File: config.mk
export PLATFORM = sky130hd
export DESIGN_NAME = wallace_mult_pipe
export DESIGN_NICKNAME = d
export VERILOG_FILES = /design/src/rtl/mult_pkg.sv /design/src/rtl/csa_row.sv /design/src/rtl/wallace_mult_pipe.sv
export SDC_FILE = /design/constraint.sdc
export NUM_CORES = 2
export LEC_CHECK = 0
export BUFFER_PORTS_ARGS = -buffer_cell sky130_fd_sc_hd__clkbuf_2
export CAP_MARGIN = 40
export CORE_ASPECT_RATIO = 0.7
export CORE_MARGIN = 2
export CORE_UTILIZATION = 60
export CTS_CLUSTER_DIAMETER = 150
export DETAILED_ROUTE_END_ITERATION = 10
export PLACE_DENSITY = 0.77
export SKIP_CTS_REPAIR_TIMING = 1
export SYNTH_ARGS = -nofsm -noshare
export SYNTH_HDL_FRONTEND = slang
export SYNTH_HIERARCHICAL = 1
export SYNTH_SLANG_ARGS = --single-unit
File: constraint.sdc
create_clock -name clk -period 8.46 [get_ports clk]
set_input_delay 1.692 -clock clk [delete_from_list [all_inputs] [get_ports clk]]
set_output_delay 1.692 -clock clk [all_outputs]
set_load 0.02 [all_outputs]
File: src/rtl/mult_pkg.sv
// Shared types and constant helpers for the pipelined Wallace-tree multiplier.
package mult_pkg;

  localparam int unsigned TAG_W_MAX = 16;

  // Per-stage control that travels alongside the datapath
  typedef struct packed {
    logic                 valid;
    logic                 is_signed;
    logic [TAG_W_MAX-1:0] tag;
  } stage_ctl_t;

  function automatic int unsigned csa_next_rows(input int unsigned n);
    return 2 * (n / 3) + (n % 3);
  endfunction

  function automatic int unsigned csa_rows_at(input int unsigned n0, input int unsigned lvl);
    int unsigned n;
    n = n0;
    for (int unsigned i = 0; i < lvl; i++) n = csa_next_rows(n);
    return n;
  endfunction

  function automatic int unsigned csa_levels(input int unsigned n0);
    int unsigned n;
    int unsigned lv;
    n  = n0;
    lv = 0;
    while (n > 2) begin
      n  = csa_next_rows(n);
      lv = lv + 1;
    end
    return lv;
  endfunction

endpackage

File: src/rtl/csa_row.sv
// One row of 3:2 carry-save compressors across a W-bit word.
module csa_row #(
  parameter int unsigned W = 16
) (
  input  logic [W-1:0] x,
  input  logic [W-1:0] y,
  input  logic [W-1:0] z,
  output logic [W-1:0] sum,
  output logic [W-1:0] carry
);

  assign sum   = x ^ y ^ z;
  assign carry = ((x & y) | (x & z) | (y & z)) << 1;

endmodule

File: src/rtl/wallace_mult_pipe.sv
// Three-stage signed/unsigned multiplier: operand capture, Wallace reduction, final add.
module wallace_mult_pipe
  import mult_pkg::*;
#(
  parameter int unsigned BITS  = 32,
  parameter int unsigned TAG_W = 4
) (
  input  logic               clk,
  input  logic               rst,
  input  logic               in_valid,
  output logic               in_ready,
  input  logic [BITS-1:0]    in_a,
  input  logic [BITS-1:0]    in_b,
  input  logic               in_signed,
  input  logic [TAG_W-1:0]   in_tag,
  output logic               out_valid,
  input  logic               out_ready,
  output logic [2*BITS-1:0]  out_prod,
  output logic [TAG_W-1:0]   out_tag
);

  localparam int unsigned PW     = 2 * BITS;
  localparam int unsigned ROWS   = BITS;
  localparam int unsigned LEVELS = csa_levels(ROWS);

  stage_ctl_t      s1_ctl;
  stage_ctl_t      s2_ctl;
  logic [BITS-1:0] s1_a;
  logic [BITS-1:0] s1_b;
  logic [PW-1:0]   s2_sum;
  logic [PW-1:0]   s2_carry;
  logic [PW-1:0]   a_ext;
  logic [PW-1:0]   pp [ROWS];
  logic            adv;

  // Global stall: everything holds while a result waits on downstream
  assign adv      = !(out_valid && !out_ready);
  assign in_ready = adv && !rst;

  always_ff @(posedge clk) begin
    if (rst) begin
      s1_ctl <= '0;
      s1_a   <= '0;
      s1_b   <= '0;
    end else if (adv) begin
      s1_ctl.valid <= in_valid;
      if (in_valid) begin
        s1_ctl.is_signed <= in_signed;
        s1_ctl.tag       <= TAG_W_MAX'(in_tag);
        s1_a             <= in_a;
        s1_b             <= in_b;
      end
    end
  end

  // Signed mode negates the top row as ~row and adds the +1 in the final adder
  always_comb begin
    pp    = '{default: '0};
    a_ext = {{BITS{s1_ctl.is_signed & s1_a[BITS-1]}}, s1_a};
    for (int i = 0; i < int'(BITS) - 1; i++) begin
      pp[i] = s1_b[i] ? (a_ext << i) : '0;
    end
    pp[BITS-1] = s1_b[BITS-1] ? (a_ext << (BITS - 1)) : '0;
    if (s1_ctl.is_signed) pp[BITS-1] = ~pp[BITS-1];
  end

  for (genvar l = 0; l < int'(LEVELS); l++) begin : g_lvl
    localparam int unsigned N_IN  = csa_rows_at(ROWS, l);
    localparam int unsigned N_GRP = N_IN / 3;
    localparam int unsigned N_OUT = csa_next_rows(N_IN);

    logic [PW-1:0] rin  [N_IN];
    logic [PW-1:0] rout [N_OUT];

    if (l == 0) begin : g_src
      assign rin = pp;
    end else begin : g_src
      assign rin = g_lvl[l-1].rout;
    end

    for (genvar g = 0; g < int'(N_GRP); g++) begin : g_csa
      csa_row #(.W(PW)) u_csa (
        .x     (rin[3*g]),
        .y     (rin[3*g+1]),
        .z     (rin[3*g+2]),
        .sum   (rout[2*g]),
        .carry (rout[2*g+1])
      );
    end

    // Rows left over after grouping by three pass straight through
    for (genvar k = 0; k < int'(N_IN % 3); k++) begin : g_pass
      assign rout[2*N_GRP+k] = rin[3*N_GRP+k];
    end
  end

  always_ff @(posedge clk) begin
    if (rst) begin
      s2_ctl   <= '0;
      s2_sum   <= '0;
      s2_carry <= '0;
    end else if (adv) begin
      s2_ctl <= s1_ctl;
      if (s1_ctl.valid) begin
        s2_sum   <= g_lvl[LEVELS-1].rout[0];
        s2_carry <= g_lvl[LEVELS-1].rout[1];
      end
    end
  end

  always_ff @(posedge clk) begin
    if (rst) begin
      out_valid <= 1'b0;
      out_prod  <= '0;
      out_tag   <= '0;
    end else if (adv) begin
      out_valid <= s2_ctl.valid;
      if (s2_ctl.valid) begin
        out_prod <= s2_sum + s2_carry + PW'(s2_ctl.is_signed);
        out_tag  <= s2_ctl.tag[TAG_W-1:0];
      end
    end
  end

  // Tag bits above TAG_W are zero padding
  a_tag_pad: assert property (@(posedge clk) disable iff (rst) (s2_ctl.tag >> TAG_W) == '0);

endmodule

# After elaboration in Yosys (flattened, before gate mapping)

Cells that the tools add are included.

Register bits: 272
Bits in latches: 0
Memory bits (writable): 0
ROM bits: 0
Logic and storage cells: 269
Memories kept: 0

$add $sub $neg: 2
Multiply operators: 0
Divide/modulo/power cells: 0
$lt $le $gt $ge: 0
Equality and inequality tests: 0
Shifts and indexed selects: 0
Multiplexer cells: 33
Bitwise operators: 213
Reduce and logical (&&, ||, !) cells: 8

Operators with widths:

| cell                | number |
|---|---|
| $and A63 B63 Y63    | 90 |
| $xor A64 B64 Y64    | 60 |
| $or A63 B63 Y63     | 60 |
| $mux W64            | 33 |
| $add A64 B1 Y64     | 1 |
| $add A64 B64 Y64    | 1 |
| $not A64 Y64        | 1 |
| $reduce_and A2 Y1   | 3 |
| $logic_not A1 Y1    | 3 |
| $logic_and A1 B1 Y1 | 2 |
| $and A1 B1 Y1       | 1 |
| $not A1 Y1          | 1 |

# Depth between registers and ports, before layout

Word-level depth: 26
Depth in mapped cells: 13
Gate-level depth less buffers: 12

# Modules after synthesis

Netlist, hierarchy kept.

Modules (own cells, without submodules):

| module            | instances | cells an instance | area an instance (µm²) | seq. area each (µm²) |
|---|---|---|---|---|
| csa_row           | 30        | 66                | 1296.2                 | 0.0 |
| wallace_mult_pipe | 1         | 3002              | 20618.5                | 5465.2 |

# Worst setup path after synthesis

Ideal clock, no wire load.

Kind: flip-flop to flip-flop
From: reg s1_ctl[16] (netlist name)
To: reg s2_sum[33]
Setup time: 0.070 ns
Data arrival time: 7.748 ns
Path slack: 0.641 ns
Cell stages (with the launch flop): 14
Buffers on the path: 2
Clock period less this slack: 7.819 ns
Path through: dfxtp_1 -> clkbuf_1 -> clkbuf_1 -> and3_1 -> fa_1 -> fa_1 -> fa_1 -> fa_1 -> fa_1 -> fa_1 -> fa_1 -> fa_1 -> nand2_1 -> a21oi_1

RTL lines:

| item                   | RTL line                 | source |
|---|---|---|
| start: declaration     | wallace_mult_pipe.sv:26  | `stage_ctl_t s1_ctl;` |
| end signal: assignment | wallace_mult_pipe.sv:105 | `s2_sum <= g_lvl[LEVELS-1].rout[0];` |
| end: declaration       | wallace_mult_pipe.sv:30  | `logic [PW-1:0] s2_sum;` |

==> results.md <==
* Status: complete, no violations
* Number of fill cells at 7,369
* Min-delay worst type: register to register
* Mapped Cells at 4,982
* Starting Density at 60.6%
* Vias in the first global route at 44,100
* HPWL Detailed at 130,000 µm
* DRT iter0 DRCs at 3,971
* CTS Buf Count at 35
* Die W at 380 µm
* Pre-antenna DRT Iters at 6
* Final ANT Viol Nets at 0
* First-pass GRT wire length at 264,000 µm
* Critical path type: register to register
* R2R cell count at 12
* Clk_lat worst skew at 0.60 ns
* GPL Wtd Cong at 0.966
* Sequential share of the synthesized area at 9.18%
* CP Capture Type: register
* Tcrit/Tclk final at 73.6%
* Antenna violations before repair at 4
* GRT Total Usage at 34.8%
* Top FF cell, synth: dfxtp_1
* Layout cell share with drive strength beyond 1 at 6.72%
* Pwr Total at 18.1 mW
* Yosys top cell area share at 63.7%
* Type of origin of the critical path: register
* Async set or reset register ratio after synthesis at 0%
* Root buf cell: clkbuf_16
* # DRC at 0
* Clock sink count at 273
* Ys Warns at 6
* # nets final at 7,405
* Tmin final at 6.23 ns
* CP arrival at 6.74 ns
* Unique masters post-synth at 73
* Core area at 0.0981 mm²
* Port Buffers at 142
* Leakage at 33.2 nW
* Worst R2R Setup Slack at 2.23 ns
* Cell type with the largest total area after synthesis: fa_1
* Depth of the CTS H-tree at 2
* Post-synth EDFFs at 0
* Die Area at 0.102 mm²
* Total Routed Length at 165,000 µm
* Final Setup Violations at 0
* Post-Syn Area at 0.0595 mm²
* Max Cap Viol at 0
* WL/cell at 24.5 µm
* Worst-path clk slew at 0.08 ns
* Worst slew pin tran at 1.06 ns
* RSZ-0062 raised after global routing: no
* WP data required at 8.98 ns
* Area grow syn2layout at 8.51%
* Grt total ovfl at 0
* Vias at 39,300
* Fmax at 0.161 GHz
* Flops & latches, synth at 273
* Skew final at 0.0342 ns
* Synth top area cells: fa_1 (64%), and2_1 (11%), dfxtp_1 (9.2%), nand2_1 (3.8%), a21oi_1 (2.7%)
* Fin. max-slew vios at 0
* Io pins at 143
* Syn Area/Cell at 11.9 µm²
* Final Hold Fails at 0
* Worst rel slew slack at 29.6%
* Maximum vdd drop at 0.00114 V
* Worst Hold Depth at 2
* Cell Area, Placed at 0.0633 mm²
* Max Root-Sink Buffers at 3
* Power per cell area at 280 mW/mm²
* Sum of negative setup slack at 0 ns
* Largest net degree at the start of global routing at 130
* Core Rows at 96
* Die height at 267 µm
* Count leader, synth: fa_1
* Via density at 5.84
* Post-synth top cells: fa_1 (1,892), and2_1 (999), nand2_1 (597), a21oi_1 (319), clkbuf_1 (300)
* CP max FO at 33
* Final Cell Area at 0.0646 mm²
* CTS tree: yes
## registers in the layout, summed over array words and instances (netlist names)
register and cells:
out_prod 64, s1_b 32, out_valid 1, s2_ctl 6
s1_a 32, s2_sum 64, s2_carry 64, out_tag 4
s1_ctl 6
## metrics by stage
stage                     std cells  util, %  setup WS [ns]  hold slack, ns
after floorplan                5446        -          0.641           0.432
after global placement         6642     64.1           2.09           0.437
after detailed placement       6661     64.5           2.21           0.444
after CTS                      6723     65.7           2.13           0.454
after global routing           6726     65.8           1.94           0.468
final                          6728     65.8           2.23           0.450
## logic make-up (layout without fill, tap and decap cells)
group                      count (synthesis)  in the layout  synth area share (%)
xor gates and xnor gates                 115            115                  2.45
and+or+nand+nor                         1742           1742                  15.7
buffers and inverters                    360            317                  2.48
adders and majority gates               1954           1954                  65.0
other                                     31            497                 0.196
DFF                                      273            273                  9.18
AOI/OAI and AO/OA                        506            506                  5.06
muxes                                      1              1                0.0189
## path summary, 6_finish.rpt
| path | from | to |
|---|---|---|
| min reg2reg | out_prod[9]$_SDFFE_PP0P_ | out_prod[9]$_SDFFE_PP0P_ |
| max reg2reg | s1_a[31]$_SDFFE_PP0P_ | s2_sum[54]$_SDFFE_PP0P_ |
| min | out_prod[9]$_SDFFE_PP0P_ | out_prod[9]$_SDFFE_PP0P_ |
| max | s1_a[31]$_SDFFE_PP0P_ | s2_sum[54]$_SDFFE_PP0P_ |
## layout by cell type, fill, tap and decap left out, drive strengths merged, types with 7 or more instances in the layout
cell type  synthesis  routed
a21o              44      44
a21oi            321     321
a31oi              8       8
and2            1000    1000
and3              39      39
buf               47     101
clkbuf           301     188
clkinv             0       7
conb              31     495
dfxtp            273     273
fa              1892    1892
ha                62      62
inv               12      15
nand2            597     597
nand3             17      17
nand4             17      17
nor2              38      38
nor3              13      13
o21a               9       9
o21ai             53      53
o21bai            13      13
o31ai              9       9
xnor2             64      64
xor2              21      21
xor3              30      30
## area by class of cell
cell class | count | area, µm² | area share [%]
Clock inverter | 16 | 235 | 0.364
Sequential cell | 273 | 5500 | 8.52
Multi-Input combinational cell | 4813 | 54300 | 84.2
Antenna cell | 2 | 5.00 | 0.00775
Timing Repair Buffer | 243 | 1810 | 2.80
Tap cell | 1323 | 1660 | 2.56
Inverter | 12 | 45.0 | 0.0698
Clock buffer | 46 | 977 | 1.51
## report_power, final
| part | internal, mW | leakage [nW] | switching [mW] |
|---|---|---|---|
| registers | 1.44 | 2.23 | 0.176 |
| clock network | 0.948 | 0.590 | 0.715 |
| logic | 5.83 | 30.4 | 8.96 |
| total | 8.22 | 33.2 | 9.85 |
## routing by layer
metal	wire (µm)	share of wire (%)	up-vias	GRT usage, %
li1	-	-	15800	-
met1	66100	40	20900	51.0
met2	69200	42	2302	48.2
met3	24100	15	312	14.0
met4	5210	3.2	2	9.16
met5	197	0.12	-	1.38
## critical path, cell delays in order (launching register included)
cell     delay, ns
dfxtp_1       0.65
buf_4         0.39
and3_1        0.76
fa_1          0.57
fa_1          0.61
fa_1          0.47
fa_1          0.57
fa_1          0.43
fa_1          0.51
fa_1          0.43
fa_1          0.49
nand2_1       0.06
a21oi_1       0.15
(Power assumes the default switching activity.)
